==> config.mk <==
export PLATFORM = sky130hd
export DESIGN_NAME = axis_frame_source
export DESIGN_NICKNAME = d
export VERILOG_FILES = /design/src/rtl/axis_frame_source.sv
export SDC_FILE = /design/constraint.sdc
export NUM_CORES = 1
export LEC_CHECK = 0
export ABC_AREA = 1
export CAP_MARGIN = 20
export CORE_MARGIN = 4
export CORE_UTILIZATION = 40
export CTS_BUF_LIST = sky130_fd_sc_hd__clkbuf_16
export DETAILED_ROUTE_END_ITERATION = 12
export GPL_TIMING_DRIVEN = 0
export PLACE_DENSITY = 0.69
export SYNTH_ARGS = -nofsm -noshare
export SYNTH_HDL_FRONTEND = slang
export SYNTH_SLANG_ARGS = --single-unit
==> constraint.sdc <==
create_clock -name clk -period 2.2 [get_ports clk]
set_input_delay 0.55 -clock clk [delete_from_list [all_inputs] [get_ports clk]]
set_output_delay 0.55 -clock clk [all_outputs]
set_load 0.03 [all_outputs]
==> src/rtl/axis_frame_source.sv <==
// axis_frame_source: AXI-Stream master that replays frames of signed samples
// from a small host-loaded buffer. The host writes samples while idle, pulses
// start, and the block emits frame_len beats per frame, num_frames times, with
// tlast on the last beat of each frame. All outputs are registered.
//
// Optional feature: define AXIS_FRAME_SOURCE_GAP_EN to insert gap_len idle
// cycles (tvalid low) between frames. Without it gap_len is ignored and frames
// are always back-to-back.
module axis_frame_source #(
    parameter int DATA_WIDTH = 8,
    parameter int DEPTH      = 16,
    parameter int ADDR_WIDTH = $clog2(DEPTH),
    parameter int LEN_WIDTH  = $clog2(DEPTH) + 1,
    parameter int GAP_WIDTH  = 8
) (
    input  logic                  clk,
    input  logic                  rst_n,
    input  logic                  wr_en,
    input  logic [ADDR_WIDTH-1:0] wr_addr,
    input  logic [DATA_WIDTH-1:0] wr_data,
    input  logic                  start,
    input  logic [LEN_WIDTH-1:0]  frame_len,
    input  logic [7:0]            num_frames,
    input  logic [GAP_WIDTH-1:0]  gap_len,
    output logic                  busy,
    output logic                  done,
    output logic [DATA_WIDTH-1:0] m_axis_tdata,
    output logic                  m_axis_tvalid,
    output logic                  m_axis_tlast,
    input  logic                  m_axis_tready
);

    typedef enum logic [1:0] {
        IDLE   = 2'd0,
        STREAM = 2'd1,
        GAP    = 2'd2
    } state_t;

    state_t                state;
    logic [DATA_WIDTH-1:0] sample_mem [DEPTH];
    logic [ADDR_WIDTH:0]   idx;
    logic [LEN_WIDTH-1:0]  len_q;
    logic [7:0]            frames_left;

    logic                  wr_accept;
    logic [LEN_WIDTH-1:0]  len_clamped;
    logic [DATA_WIDTH-1:0] first_data;

`ifdef AXIS_FRAME_SOURCE_GAP_EN
    logic [GAP_WIDTH-1:0]  gap_len_q;
    logic [GAP_WIDTH-1:0]  gap_cnt;
`else
    logic                  unused_gap;
    assign unused_gap = ^gap_len;
`endif

    // Write qualification, length clamp and beat-0 bypass of a same-cycle write.
    // NOTE: every signal gets a default at the top of always_comb so no path
    // leaves it unassigned, which would otherwise infer a latch.
    always_comb begin
        wr_accept   = 1'b0;
        len_clamped = frame_len;
        first_data  = sample_mem[0];
        wr_accept   = wr_en && (state == IDLE) && !busy;
        if (frame_len > LEN_WIDTH'(DEPTH))
            len_clamped = LEN_WIDTH'(DEPTH);
        if (wr_accept && (wr_addr == '0))
            first_data = wr_data;
    end

    // Sample buffer: host writes land only while idle.
    // NOTE: the buffer has no reset; its contents are only meaningful after the
    // host loads them, and leaving it unreset lets it map onto plain storage.
    always_ff @(posedge clk) begin
        if (wr_accept)
            sample_mem[wr_addr] <= wr_data;
    end

    // Control FSM and registered output stage.
    // NOTE: all sequential state uses non-blocking assignments so every
    // register sees the pre-edge values of the others.
    always_ff @(posedge clk) begin
        if (!rst_n) begin
            state         <= IDLE;
            busy          <= 1'b0;
            done          <= 1'b0;
            m_axis_tvalid <= 1'b0;
            m_axis_tlast  <= 1'b0;
            m_axis_tdata  <= '0;
            idx           <= '0;
            len_q         <= '0;
            frames_left   <= '0;
`ifdef AXIS_FRAME_SOURCE_GAP_EN
            gap_len_q     <= '0;
            gap_cnt       <= '0;
`endif
        end else begin
            done <= 1'b0;
            case (state)
                IDLE: begin
                    if (start && (frame_len != '0)) begin
                        state         <= STREAM;
                        busy          <= 1'b1;
                        m_axis_tvalid <= 1'b1;
                        m_axis_tdata  <= first_data;
                        m_axis_tlast  <= (len_clamped == LEN_WIDTH'(1));
                        idx           <= (ADDR_WIDTH+1)'(1);
                        len_q         <= len_clamped;
                        frames_left   <= (num_frames == 8'd0) ? 8'd1 : num_frames;
`ifdef AXIS_FRAME_SOURCE_GAP_EN
                        gap_len_q     <= gap_len;
`endif
                    end
                end
                STREAM: begin
                    if (m_axis_tvalid && m_axis_tready) begin
                        if (m_axis_tlast) begin
                            if (frames_left > 8'd1) begin
                                frames_left <= frames_left - 8'd1;
`ifdef AXIS_FRAME_SOURCE_GAP_EN
                                if (gap_len_q != '0) begin
                                    state         <= GAP;
                                    m_axis_tvalid <= 1'b0;
                                    m_axis_tlast  <= 1'b0;
                                    gap_cnt       <= gap_len_q;
                                end else begin
                                    m_axis_tdata <= sample_mem[0];
                                    m_axis_tlast <= (len_q == LEN_WIDTH'(1));
                                    idx          <= (ADDR_WIDTH+1)'(1);
                                end
`else
                                m_axis_tdata <= sample_mem[0];
                                m_axis_tlast <= (len_q == LEN_WIDTH'(1));
                                idx          <= (ADDR_WIDTH+1)'(1);
`endif
                            end else begin
                                state         <= IDLE;
                                busy          <= 1'b0;
                                done          <= 1'b1;
                                m_axis_tvalid <= 1'b0;
                                m_axis_tlast  <= 1'b0;
                            end
                        end else begin
                            m_axis_tdata <= sample_mem[idx[ADDR_WIDTH-1:0]];
                            m_axis_tlast <= (idx == (len_q - LEN_WIDTH'(1)));
                            idx          <= idx + (ADDR_WIDTH+1)'(1);
                        end
                    end
                end
`ifdef AXIS_FRAME_SOURCE_GAP_EN
                GAP: begin
                    if (gap_cnt == GAP_WIDTH'(1)) begin
                        state         <= STREAM;
                        m_axis_tvalid <= 1'b1;
                        m_axis_tdata  <= sample_mem[0];
                        m_axis_tlast  <= (len_q == LEN_WIDTH'(1));
                        idx           <= (ADDR_WIDTH+1)'(1);
                    end else begin
                        gap_cnt <= gap_cnt - GAP_WIDTH'(1);
                    end
                end
`endif
                default: state <= IDLE;
            endcase
        end
    end

endmodule

Yosys cells after proc, flatten, opt, wreduce, memory -nomap -nowiden
Memories as Yosys holds them, arrays and structs flattened. A register that Yosys moved wholly into a read port is not among the register bits. Cells that the tools add are included. W data, S select, Z words.

Reductions and logical operators: 18. Equality and inequality tests: 10. Muxes and demuxes: 38. $lt $le $gt $ge: 2. Add/sub/neg operators: 3.

Operators by type and width (count): $mux W8 (10); $pmux W8 S2 (2); $mux W5 (5); $reduce_and A4 Y1 (3); $mux W1 (11); $eq A5 B1 Y1 const B (2); $pmux W5 S2 (1); $reduce_and A5 Y1 (2); $gt A8 B1 Y1 const B (1); $logic_not A8 Y1 (1); $mux W2 (4); $mux W4 (2); $ne A2 B2 Y1 const B (4); $sub A8 B1 Y8 const B (1); $add A5 B1 Y5 const B (1); $eq A5 B5 Y1 (1); $gt A5 B5 Y1 const B (1); $logic_and A1 B1 Y1 (5); $reduce_bool A5 Y1 (1); $sub A5 B1 Y5 const B (1); $logic_not A4 Y1 (1); $pmux W1 S2 (2); $pmux W2 S2 (1); $ne A3 B3 Y1 const B (1); other kinds (7) (7).

Output and inout port bits: 12. Word-level logic and storage cells: 80. Bits in writable memories: 128. Memories kept: 1. Input port bits: 38. Register bits: 31.

Memory list: sample_mem (words 16, bits a word 8, rd ports 2, clocked after Yosys merged registers in 1, write ports 1, RTL line 40) `logic [DATA_WIDTH-1:0] sample_mem [DEPTH];`.

Longest topological paths before layout
Gate-level depths: netlist of run 1.

Depth after elaboration: 7. Gate-level depth with buffers: 12. Depth with buffers taken out: 11.

Least setup slack after synthesis of run 1
No wires, ideal clock.

Path type: register to register. From: register m_axis_tvalid (netlist name). To: memory sample_mem[1][0] (enable). Arrival: 1.305 ns. Period minus slack after synthesis: 1.675 ns. Setup time: 0.370 ns. Stages on the path, launching flop included: 5. Required time: 1.830 ns. Setup slack: 0.525 ns. Path buffers: 1. Cell sequence: dfxtp_1 > buf_2 > nor2_2 > nand3_1 > nor2_1.

RTL lines (RTL line): to (decl) (40).

Worst setup path in the final report of run 1
From: input wr_en. To: memory sample_mem[15][5] (enable).

Longest elaborated chain between the ends: 4.

Ends and longest elaborated chain: from (decl) (RTL line 18) `input logic wr_en,`; $logic_and A1 B1 Y1 (2 in a row) (RTL line 64) `wr_accept = wr_en && (state == IDLE) && !busy;`; $mux W1 (RTL line 75) `if (wr_accept)`; $mux W1 (implied by the code) (RTL line 76) `sample_mem[wr_addr] <= wr_data;`.

Every way passes these cells.

==> results of run 1 <==
==> cells by family after synthesis <==
logic type	count (synthesis)	synth area share [%]
xor+xnor	2	0.236
simple gates	479	26.7
flops	161	60.6
compound gates	63	4.47
buf+inv	124	7.20
fa+ha+maj	5	0.841
==> worst max-delay path by stage <==
stage                                     startpoint                     endpoint  slack (ns)  cells past startpoint
after floorplan           m_axis_tvalid$_SDFFE_PN0P_   sample_mem[1][0]$_DFFE_PP_        0.52                      4
after global placement                         wr_en  sample_mem[13][4]$_DFFE_PP_       -0.36                      5
after detailed placement                       wr_en   sample_mem[5][6]$_DFFE_PP_       -0.37                      5
after CTS                  m_axis_tlast$_SDFFE_PN0P_                 m_axis_tlast       0.003                      1
after global routing                           wr_en   sample_mem[3][0]$_DFFE_PP_       -0.02                      5
final                                          wr_en  sample_mem[15][5]$_DFFE_PP_        0.06                      5
==> routing by layer <==
metal | global-route usage, % | part of all wire (%) | up-vias
met3 | 4.46 | 5.9 | 29
met2 | 29.7 | 48 | 173
met4 | 7.07 | 2.9 | 0
met1 | 24.3 | 44 | 2700
li1 | - | - | 2845
met5 | 0 | 0 | -
==> layout make-up <==
type                            count  area share, %
Buffer                             35           2.32
Inverter                           89           3.84
Sequential cell                   161           51.8
Clock buffer                       17           4.89
Tap cell                          229           3.29
Multi-Input combinational cell    549           27.6
Clock inverter                     15           1.55
Timing Repair Buffer               41           4.75
==> cell usage after synthesis (5+ instances only) <==
cell	instances
dfxtp_1	33
clkbuf_1	12
nand2_1	298
nor2_1	67
o21ai_0	22
nand3_1	94
a21oi_1	32
buf_1	5
edfxtp_1	128
buf_2	8
ha_1	5
inv_1	87
buf_4	5
==> tightest hold or removal path, delay by kind of cell, from the launching register on <==
family           cells  cell delay [ns]
flip-flops           1             0.31
AND/OR/NAND/NOR      1             0.06
AO/OA/AOI/OAI        1             0.05
==> per-stage QoR <==
step | util (%) | area, µm² | setup slack [ns] | hold slack [ns] | std cells
after floorplan | - | 7440 | 0.525 | 0.445 | 834
after global placement | 44.8 | 8140 | -0.356 | 0.453 | 1104
after detailed placement | 44.8 | 8140 | -0.366 | 0.461 | 1104
after CTS | 47.9 | 8700 | 0.00274 | 0.471 | 1136
after global routing | 47.9 | 8700 | -0.0152 | 0.517 | 1136
final | 47.9 | 8700 | 0.0596 | 0.473 | 1136
==> power groups by stage <==
stage	Clock, W	Combinational [W]	Sequential [W]
after floorplan	0	0.000479	0.00347
after global placement	0	0.000791	0.00345
after detailed placement	0	0.000801	0.00345
after CTS	0.00284	0.000805	0.00339
after global routing	0.00298	0.000904	0.00339
final	0.00281	0.000806	0.00339
==> state kept, by name, summed over array words and instances (netlist names), named ones only <==
register	count
done	1
len_q	5
frames_left	8
m_axis_tdata	8
sample_mem	128
m_axis_tlast	1
m_axis_tvalid	1
idx	5
==> what timing repair did <==
item | in CTS | in global routing
setup endpoints to repair | 0 | 10
gates resized for setup | 0 | 1
buffers inserted | 0 | 0
==> results_dict.tcl, run 1 <==
set metrics [dict create \
    via_count 5747 \
    gp_congestion 0.870 \
    rsz0062_at_grt "true" \
    worst_path_max_delay_cell "nor2_1" \
    yosys_warnings 0 \
    antenna_found_initial 0 \
    chipWidth_um 144 \
    async_flop_share_pct 0 \
    synth_nets 877 \
    syn_area_um2 7440 \
    viasPerCell 5.06 \
    wirelength_um 18500 \
    synth-edff-count 128 \
    critPathBufInv 2 \
    path_clk_slew_ns 0.06 \
    htreeDepth 4 \
    fillers 1660 \
    clockBufferDepth 2 \
    max_cap_viol_count 0 \
    drive_gt1_share_pct 6.84 \
    regToRegSetupSlack_ns 0.11 \
    insertion_delay_ns 0.44 \
    ir_worst_vdd_mv 0.537 \
    cp-start-kind "input port" \
    crit_type "in -> reg" \
    synth-seq-cells 161 \
    synthTopCellsByArea "edfxtp_1, nand2_1, dfxtp_1" \
    cts_buffers 17 \
    yosysTopAreaCell "edfxtp_1" \
    final_common_cell "nand2_1" \
    r2r_cells 4 \
    antennaDiodeCount 0 \
    pwr-share-clk_pct 40.1 \
    synth_cell_types 34 \
    area_growth_pct 16.9 \
    worstHoldStart "frames_left[1]$_SDFFE_PN0P_" \
    num-nets-final 937 \
    r2r-start "m_axis_tvalid$_SDFFE_PN0P_" \
    io_pins 50 \
    swShare_pct 25.9 \
    fin_crit_ns 2.14 \
    register_area_um2 4500 \
    drt-initial-drc-count 580 \
    layout_common_cells "nand2_1, edfxtp_1, nand3_1" \
    timing.final.crit_share_pct 97.3 \
    seq_power_share_pct 48.4 \
    die_h_um 144 \
    track_usage_pct 18.5 \
    hold_buffers 0 \
    ys.flop_type "edfxtp_1" \
    syn_inst 834 \
    initial_core_util_pct 41.0 \
    setup_violations 0 \
    combPwrFrac_pct 11.5 \
    dieArea_um2 20800 \
    holdPathStages 2 \
    p_per_area_nw_per_um2 805 \
    grt_pass1_wl_um 29000 \
    cts.sinks 161 \
    drc 0 \
    cts_root_buf "clkbuf_16" \
    path_cells "clkdlybuf4s50_1 -> inv_1 -> nor2_2 -> nand3_1 -> nor2_1" \
    std_cell_rows 49 \
    max-slew-margin-rel_pct 43.9 \
    first_pass_iters 5 \
    maxSlewViolCount 0 \
    finalSetupTns_ns 0 \
    hp-class "reg -> reg" \
    fin_total_pwr_w 0.00700 \
    skew_ns 0.00491 \
    endpoint_kind "flop" \
    status "finished clean" \
    place.detailed.hpwl_um 12700 \
    worst_pin_slew_ns 0.838 \
    fmax_ghz 0.467 \
    p_int_w 0.00519 \
    switchingPower_w 0.00181 \
    crit_arrival_ns 2.21 \
    portBuffers 41 \
    post_drt_wl_per_cell_um 16.2 \
    grt_max_degree 18 \
    postSynthAreaPerCell_um2 8.92 \
    grt-ovfl-total 0 \
    cpLargestDelayFamily "simple AND/OR/NAND/NOR gates" \
    yosysTopAreaCellShare_pct 51.7 \
    drtAntennaViolNets 0 \
    ys_seq_area_share_pct 60.6 \
    required_ns 2.27 \
    crit_path_max_incr_delay_ns 0.66 \
    core-area_um2 18100 \
    min_to "frames_left[1]$_SDFFE_PN0P_" \
    critical_path.max_fanout 8 \
    leakage_nw 3.56 \
    cts_tree "done" \
    grt_pass1_vias 5361 \
    hold_viol 0 \
    r2r_end "sample_mem[15][5]$_DFFE_PP_" \
    multi_input_area_um2 2400 \
]
(Power assumes the default switching activity.)
==> inputs of run 2 (changes only) <==
- CTS_CLUSTER_SIZE: not set -> 8
==> results of run 2 <==
Final layout, timing and power as in run 1 (identical DEF).
==> inputs of run 3 (changes only) <==
- CELL_PAD_IN_SITES_DETAIL_PLACEMENT: not set -> 1
- CELL_PAD_IN_SITES_GLOBAL_PLACEMENT: not set -> 2
- CORE_UTILIZATION: 40 -> 37
- PLACE_DENSITY: 0.69 -> 0.91
- TNS_END_PERCENT: not set -> 1
==> run 3 against run 2 <==
Against the previous run: combinational power rose by 3.7%; register-to-register slack got worse by 0.02 ns; final area rose by 1.1%; first-iteration DRC count fell by 35%; clock power rose by 7.1%; total power rose by 3.2%; clock skew rose by 0.0017 ns; worst hold slack improved by 0.0033 ns; highest routed layer unchanged.
==> results_dict.tcl, run 3 (synthesis results as in run 1) <==
set metrics [dict create \
    gp_congestion 0.879 \
    antennaDiodeCount 0 \
    final_common_cell "nand2_1" \
    wirelength_um 21000 \
    path_cells "clkdlybuf4s50_1 -> inv_1 -> nor2_2 -> nand3_1 -> nor2_1" \
    cp-start-kind "input port" \
    via_count 5829 \
    fin_total_pwr_w 0.00723 \
    max_cap_viol_count 0 \
    area_growth_pct 18.3 \
    dieArea_um2 22400 \
    die_h_um 150 \
    p_per_area_nw_per_um2 822 \
    cts.sinks 161 \
    post_drt_wl_per_cell_um 17.9 \
    grt_pass1_vias 6014 \
    hp-class "reg -> reg" \
    hold_viol 0 \
    top_regs "sample_mem x128, frames_left x8, m_axis_tdata x8" \
    drc 0 \
    viasPerCell 4.97 \
    chipWidth_um 150 \
    num-nets-final 937 \
    post-cts-setup-buffers 0 \
    cts_tree "done" \
    insertion_delay_ns 0.42 \
    fin_hold_ws_ns 0.476 \
    status "finished clean" \
    rsz0062_at_grt "true" \
    grt-ovfl-total 0 \
    critical_path.max_fanout 8 \
    clockBufferDepth 2 \
    worst_pin_slew_ns 0.823 \
    antenna_found_initial 0 \
    place.detailed.hpwl_um 14700 \
    worst_path_max_delay_cell "nor2_1" \
    htreeDepth 4 \
    drive_gt1_share_pct 7.61 \
    fin_crit_ns 2.18 \
    drtAntennaViolNets 0 \
    crit_arrival_ns 2.23 \
    ir_worst_vdd_mv 0.512 \
    fmax_ghz 0.459 \
    required_ns 2.25 \
    hold_buffers 0 \
    initial_core_util_pct 38.0 \
    endpoint_kind "flop" \
    cts_root_buf "clkbuf_16" \
    path_clk_slew_ns 0.06 \
    drt-initial-drc-count 379 \
    grt_max_degree 18 \
    final_core_util_pct 44.9 \
    crit_type "in -> reg" \
    core-area_um2 19600 \
    skew_ns 0.00664 \
    largest_reg_flops 128 \
    leakage_nw 3.58 \
    setup_violations 0 \
    grt_pass1_wl_um 33200 \
    layout_common_cells "nand2_1, edfxtp_1, nand3_1" \
    max-slew-margin-rel_pct 44.9 \
    std_cell_rows 51 \
    cts_buffers 17 \
    io_pins 50 \
    maxSlewViolCount 0 \
    timing.final.crit_share_pct 99.1 \
    track_usage_pct 19.5 \
    portBuffers 41 \
    crit_path_max_incr_delay_ns 0.67 \
    first_pass_iters 4 \
    max_flop_register "sample_mem" \
]
## run 3: cell types whose count changed in the layout (fill, tap and decap cells not counted), moves of 2 or more
| cell | before | now |
|---|---|---|
| nor2_1 | 67 | 60 |
| nor2_2 | 4 | 11 |
| clkinvlp_4 | 4 | 0 |
| inv_8 | 0 | 2 |
## run 3: worst paths after layout
| path | slack [ns] | cells after the start | end | startpoint |
|---|---|---|---|---|
| max | 0.02 | 5 | sample_mem[7][0]$_DFFE_PP_ | wr_en |
| min | 0.48 | 2 | frames_left[1]$_SDFFE_PN0P_ | frames_left[1]$_SDFFE_PN0P_ |
| max reg2reg | 0.09 | 4 | sample_mem[7][0]$_DFFE_PP_ | m_axis_tvalid$_SDFFE_PN0P_ |
| min reg2reg | 0.48 | 2 | frames_left[1]$_SDFFE_PN0P_ | frames_left[1]$_SDFFE_PN0P_ |
## run 3: through the flow
stage                     setup WS, ns  instances  cell area [µm²]  TNS, ns
after floorplan                  0.525        834             7440        0
after global placement          -0.402       1140             8180   -43.11
after detailed placement        -0.480       1140             8180   -47.73
after CTS                      -0.0180       1172             8780   -0.102
after global routing           -0.0670       1172             8800    -1.24
final                           0.0203       1172             8800        0
## run 3: what timing repair did
item | in CTS | in global routing
setup endpoints to repair | 17 | 64
pin swaps | 0 | 0
resized for setup | 3 | 5
## run 3: cell type report
type,count,area [µm²]
fill,2275,10800
sequential,161,4500
multi-input combinational,549,2420
clock buffer,17,425
timing repair buffer,41,409
inverter,89,334
tap,265,332
buffer,35,201
clock inverter,15,174
## run 3: metal layers
layer	global-route usage, %	wire length, µm	up-vias
met1	26.5	9560	2858
li1	-	-	2848
met4	5.35	339	0
met3	2.82	763	23
met2	33.0	10300	100
met5	0	0	-
## run 3: critical path: cells and delay by family
| kind | cells | cell delay, ns |
|---|---|---|
| buffers and inverters | 2 | 0.50 |
| AND/OR/NAND/NOR | 3 | 1.18 |
## run 3: power by group
part           internal [W]  switching, W  leakage [nW]
logic              0.000279      0.000556          1.85
clock network       0.00171       0.00130         0.297
registers           0.00335     0.0000389          1.43
